--- src/rtl/axis_lane_switch.sv ---
// AXI-Stream lane router: per-word pass/rotate/reverse/broadcast lane mapping
// into a registered output stage backed by a one-word skid register.
module axis_lane_switch #(
    parameter int AXIS_TDATA_WIDTH = 32,
    parameter int LANE_COUNT       = 2
) (
    input  logic                                  aclk,
    input  logic                                  aresetn,
    input  logic [1:0]                            mode,
    input  logic [$clog2(LANE_COUNT)-1:0]         shift,
    input  logic [AXIS_TDATA_WIDTH-1:0]           S_AXIS_tdata,
    input  logic                                  S_AXIS_tvalid,
    output logic                                  S_AXIS_tready,
    input  logic                                  M_AXIS_tready,
    output logic [AXIS_TDATA_WIDTH-1:0]           M_AXIS_tdata,
    output logic                                  M_AXIS_tvalid,
    output logic [31:0]                           word_count
);

    localparam int LANE_WIDTH = AXIS_TDATA_WIDTH / LANE_COUNT;
    localparam int SEL_WIDTH  = $clog2(LANE_COUNT);

    // Buffer occupancy encoded directly by {skid_valid, out_valid}.
    typedef enum logic [1:0] {
        EMPTY = 2'b00,
        ONE   = 2'b01,
        FULL  = 2'b11
    } state_e;

    logic [AXIS_TDATA_WIDTH-1:0] mapped;
    logic [AXIS_TDATA_WIDTH-1:0] out_data;
    logic [AXIS_TDATA_WIDTH-1:0] skid_data;
    logic                        out_valid;
    logic                        skid_valid;
    logic                        s_ready;
    logic [31:0]                 cnt_q;
    logic                        accept;
    logic                        skid_next;
    state_e                      state;

    // Mapping happens before buffering so later config changes never touch stored words.
    always_comb begin
        mapped = '0;
        for (int i = 0; i < LANE_COUNT; i++) begin
            logic [SEL_WIDTH-1:0] j;
            j = '0;
            case (mode)
                2'd0:    j = SEL_WIDTH'(i);
                2'd1:    j = SEL_WIDTH'(i) + shift;
                2'd2:    j = SEL_WIDTH'(LANE_COUNT - 1 - i);
                default: j = shift;
            endcase
            mapped[i*LANE_WIDTH +: LANE_WIDTH] = S_AXIS_tdata[int'(j)*LANE_WIDTH +: LANE_WIDTH];
        end
    end

    always_comb begin
        state = state_e'({skid_valid, out_valid});
        accept = S_AXIS_tvalid & s_ready;
        skid_next = 1'b0;
        case (state)
            ONE:     skid_next = accept & ~M_AXIS_tready;
            FULL:    skid_next = ~M_AXIS_tready;
            default: skid_next = 1'b0;
        endcase
    end

    always_ff @(posedge aclk or negedge aresetn) begin
        if (!aresetn) begin
            out_data   <= '0;
            skid_data  <= '0;
            out_valid  <= 1'b0;
            skid_valid <= 1'b0;
            s_ready    <= 1'b0;
            cnt_q      <= '0;
        end else begin
            if (out_valid && M_AXIS_tready) begin
                cnt_q <= cnt_q + 32'd1;
            end
            case (state)
                ONE: begin
                    if (accept && M_AXIS_tready) begin
                        out_data <= mapped;
                    end else if (accept) begin
                        skid_data  <= mapped;
                        skid_valid <= 1'b1;
                    end else if (M_AXIS_tready) begin
                        out_valid <= 1'b0;
                    end
                end
                FULL: begin
                    if (M_AXIS_tready) begin
                        out_data   <= skid_data;
                        skid_valid <= 1'b0;
                    end
                end
                default: begin
                    if (accept) begin
                        out_data  <= mapped;
                        out_valid <= 1'b1;
                    end
                end
            endcase
            s_ready <= ~skid_next;
        end
    end

    assign S_AXIS_tready = s_ready;
    assign M_AXIS_tdata  = out_data;
    assign M_AXIS_tvalid = out_valid;
    assign word_count    = cnt_q;

endmodule

--- config.mk ---
export PLATFORM = sky130hd
export DESIGN_NAME = axis_lane_switch
export DESIGN_NICKNAME = d
export VERILOG_FILES = /design/src/rtl/axis_lane_switch.sv
export SDC_FILE = /design/constraint.sdc
export NUM_CORES = 1
export LEC_CHECK = 0
export CELL_PAD_IN_SITES_DETAIL_PLACEMENT = 0
export CELL_PAD_IN_SITES_GLOBAL_PLACEMENT = 1
export CORE_UTILIZATION = 38
export DETAILED_ROUTE_END_ITERATION = 7
export PLACE_DENSITY_LB_ADDON = 0.1
export SYNTH_ARGS = -nofsm -noshare
export SYNTH_HDL_FRONTEND = slang
export SYNTH_SLANG_ARGS = --single-unit
--- constraint.sdc ---
create_clock -name aclk -period 2 [get_ports aclk]
set_clock_uncertainty 0.2 [all_clocks]
set_input_delay 0.4 -clock aclk [delete_from_list [all_inputs] [get_ports aclk]]
set_output_delay 0.4 -clock aclk [all_outputs]
set_load 0.1 [all_outputs]
; ---- Word-level counts from Yosys, hierarchy flattened
; Index checks and enable logic that the tools add are counted.
[totals]
ff_bits = 99
in_bits = 39
[op_classes]
n_addsub = 2
n_eq_ne = 10
shift = 2
mux = 14
n_bitwise = 6
reduce_logical = 10
[op_table]
columns = op, count
row1 = $mux 32, 3
row2 = $pmux 32 s2, 1
row3 = $shiftx 32x6->16, 2
row4 = $add 32x1->32 const B, 1
row5 = $ne 2x2->1 const B, 6
row6 = $pmux 1 s2, 4
row7 = $reduce_and 3->1, 2
row8 = $mux 1, 5
row9 = $reduce_and 5->1, 1
row10 = $eq 2x1->1 const B, 2
row11 = $eq 2x2->1 const B, 2
row12 = $not 1->1, 4
row13 = $reduce_and 4->1, 1
row14 = $reduce_bool 2->1, 2
row15 = $pmux 1 s3, 1
row16 = $reduce_bool 3->1, 1
row17 = $and 1x1->1, 2
row18 = $logic_and 1x1->1, 2
row19 = $logic_not 2->1, 1
row20 = $add 1x1->1 const A, 1

; ---- Logic depth before layout (Yosys ltp)
[logic_depth]
depth_word = 5
ltp_mapped = 7
mapped_depth_nobuf = 6

; ---- Worst setup path after synthesis
; OpenSTA, ideal clock, no wires.
[synth_path]
path_type = register -> register
start = register cnt_q[0] (netlist: word_count[0])
end = register cnt_q[28] (netlist: word_count[28])
setup_time_ps = 162
arrival_ps = 2186
t_required_ps = 1638
path_slack_ps = -548
path_stages_with_launch = 7
n_path_buf = 0
synth_period_minus_slack_ps = 2548
path_cell_list = dfrtp_1 ha_1 nand3_1 nor2_4 nand4_4 nor4_4 xor2_1
[synth_via]
elab_chain_cells = 1
[synth_rtl]
columns = item, line_no
row1 = start: declaration, 36  ; logic [31:0] cnt_q;
row2 = start signal: assignment, 78  ; cnt_q <= cnt_q + 32'd1;
row3 = $add 32x1->32, 78
; No other way between the ends.
; A chain may end at the register's enable or synchronous reset.

; ---- Final worst setup path
[layout_path]
start = register cnt_q[4] (netlist: word_count[4])
end = register cnt_q[20] (netlist: word_count[20])
; The elaborated chain is that of the path after synthesis.

==> impl_metrics.csv <==
group,metric,value,unit
synth,syn_avg_cell_area,10.3,um2
outcome,status,"complete, but fails checks",
cts,cts_buffers,9,
finish,fin_nets,599,
setup_path,reg2reg_from,"word_count[4]$_DFFE_PN0P_",
min_path,hold_class,"in -> async",
drt,drt_iter0_drc,172,
global_route,antenna_found_initial,0,
synth,synth_top_family_by_area,"simple AND/OR/NAND/NOR gates",
global_route,gr-total-overflow,0,
run,maxCapViolCount,0,
synth,synth_mux_area_frac,0.0782,
sta,worstMarginPinSlew,0.312,ns
floorplan,die_y,111,um
finish,area_growth_syn_to_layout,55.9,%
outcome,violations,"DRC",
global_route,grtUsageMet2,0.295,
finish,drive_above_1_share,0.277,
sta,final.min_clock_period,1.86,ns
drt,ant_nets,0,
sta,finalSetupViolCount,0,
synth,synth_top_cell_area_share,0.547,
sta,fmax,537,MHz
setup_path,cp.arrival,1.92,ns
drt,route.detailed.drc,10,
global_route,grt_max_degree,66,
floorplan,start_util,0.393,
synth,netlist_area,4530,um2
drt,avgRoutedWirePerCell,15.6,um
drt,dr_total_vias,3536,
placed_design,io_buffers,104,
synth,synth.distinct_cells,34,
floorplan,die_x,111,um
cts,clkTransAtPathRegs,0.07,ns
placed_design,hpwl,7.74,mm
global_route,grt_pass1_wl,18.4,mm
cts,cts_max_path_buffers,2,
global_route,grt_pass1_vias,3566,
synth,yosysTopAreaCell,"dfrtp_1",
drt,dr.pass1.iters,6,
global_route,busiest_layer,"met2",
power_and_ir_drop,p_leak,3.20,nW
floorplan,floorplan.die_area,12400,um2
synth,yosysSeqAreaShare,0.547,
synth,syn_nets,478,
finish,antenna_cells,0,
cts,clock-sinks,99,
floorplan,rows,39,
setup_path,start_kind,"flip-flop",
finish,layout_commonest_cell,"dfrtp_1",
synth,netlist_top_cells_area,"dfrtp_1 (55%), mux2i_1 (7.1%), o21ai_0 (5.4%)",
synth,synthAdderAreaFrac,0.00276,
sta,finalHoldViolCount,0,
cts,cts_tree,"built",
setup_path,startpoint,"word_count[4]$_DFFE_PN0P_",
cts,clk_latency,0.34,ns
sta,fin_tns_setup,0,ns
global_route,grt_use_met1,0.260,
synth,yosys.area_share.simple,0.139,
synth,synth_xor_area_frac,0.0660,
setup_path,setup.worst_path.end_class,"flip-flop",
cts,root_buffer,"clkbuf_16",
placed_design,gp_congestion,0.821,
setup_path,ff2ff_path_depth,5,
global_route,grtUsageMet3,0.0306,
floorplan,io-pin-count,105,
setup_path,cp_max_fo,8,
drt,viasPerCell,5.00,
power_and_ir_drop,ir_drop,0.00148,V
finish,stdcell_count,707,
synth,netlist_instances,438,
setup_path,r2r-end,"word_count[20]$_DFFE_PN0P_",
finish,fillers,970,
setup_path,r2r_slack,0.14,ns
setup_path,worstSetupPathType,"reg -> reg",
sta,maxSlewViolCount,0,
synth,synth-seq-cells,99,
placed_design,dp_cells,688,
global_route,grtUsageTotal,0.190,
setup_path,critPathRequiredTime,2.06,ns
sta,period_share,0.931,
synth,ys.warnings.count,0,
cts,cts_max_level,3,
drt,wirelength,11.1,mm
finish,final_cell_mix,"dfrtp_1 (73), buf_12 (72), o21ai_0 (49)",
floorplan,core,11500,um2
sta,slew_headroom,0.792,
power_and_ir_drop,powerDensity,1600,nW/um2
synth,synth_compound_area_frac,0.138,
[Yosys cell counts]
master	number
a21oi_2	1
and2_4	1
ha_1	1
and4_1	3
nor2_1	38
buf_2	4
a21o_1	17
nand4_1	6
and2_1	2
nand2_1	50
buf_1	4
nand3_1	9
inv_1	6
mux2_2	1
nand2_2	1
nor2_4	1
nor3_4	1
nor3_1	8
nand4_4	2
xnor2_1	19
and3_1	4
nor2b_1	1
xor2_4	1
o21ai_1	1
a21oi_1	48
clkbuf_1	12
dfrtp_1	99
xor2_1	12
mux2i_4	1
buf_8	1
o21ai_0	49
nor4_4	1
buf_6	1
mux2i_1	32
[stage by stage]
stage | hold WS [ns] | instance area, um2 | power, mW | util | setup WS (ns)
after global routing | 0.332 | 7060 | 11.8 | 0.613 | -0.0146
after detailed placement | 0.121 | 6660 | 9.56 | 0.578 | -0.343
after CTS | 0.303 | 6980 | 11.4 | 0.606 | 0.0139
after floorplan | -0.0956 | 4610 | 7.08 | - | -0.0607
final | 0.295 | 7060 | 11.3 | 0.613 | 0.139
after global placement | 0.117 | 6660 | 9.48 | 0.578 | -0.323
[critical path, stage by stage, from the launching register on]
cell	delay (ns)
dfrtp_4	0.47
and4_1	0.27
and2_4	0.21
nand4_4	0.19
nor3_1	0.26
xor2_1	0.18
[worst max-delay path by stage]
stage / end / slack (ns) / cells after the start
floorplan: word_count[28]$_DFFE_PN0P_ / -0.06 / 6
global placement: M_AXIS_tdata[23]$_DFFE_PN0P_ / -0.32 / 7
detailed placement: M_AXIS_tdata[23]$_DFFE_PN0P_ / -0.34 / 7
CTS: M_AXIS_tdata[13]$_DFFE_PN0P_ / 0.01 / 7
global route: skid_data[10]$_DFFE_PN0P_ / -0.01 / 8
finish: word_count[20]$_DFFE_PN0P_ / 0.14 / 5
[sequential cells by signal (all words and copies together) (netlist names)]
signal / cells
M_AXIS_tdata: 32
M_AXIS_tvalid: 1
S_AXIS_tready: 1
skid_data: 32
skid_valid: 1
word_count: 32
[logic make-up after synthesis]
group	count (synthesis)
and+or+nand+nor	128
AOI/OAI and AO/OA	116
DFF	99
muxes	34
xor gates and xnor gates	32
buffers and inverters	28
adders and majority gates	1
[per-layer routing]
metal  part of all wire  wire [um]
met5                  0          0
met4              0.027        303
met3              0.045        494
met2               0.47       5150
met1               0.46       5110
[timing repair]
action	CTS	global route
hold endpoints to repair	18	0
endpoints found under the setup margin	0	35
setup buffers	0	1
hold buffers	1	0
resized for setup	0	13
[power breakdown]
part | switching (mW) | internal [mW] | leakage [nW]
registers | 0.699 | 2.77 | 1.15
logic | 3.86 | 2.19 | 1.90
clock network | 0.746 | 1.04 | 0.153
[layout make-up]
class | count | area, um2 | area share
Tap cell | 143 | 179 | 0.0253
Inverter | 6 | 22.5 | 0.00319
Sequential cell | 99 | 2550 | 0.362
Timing Repair Buffer | 132 | 2030 | 0.288
Clock inverter | 4 | 48.8 | 0.00691
Multi-Input combinational cell | 311 | 1970 | 0.279
Clock buffer | 12 | 256 | 0.0363
No activity file was read; power rests on OpenSTA's default activity.
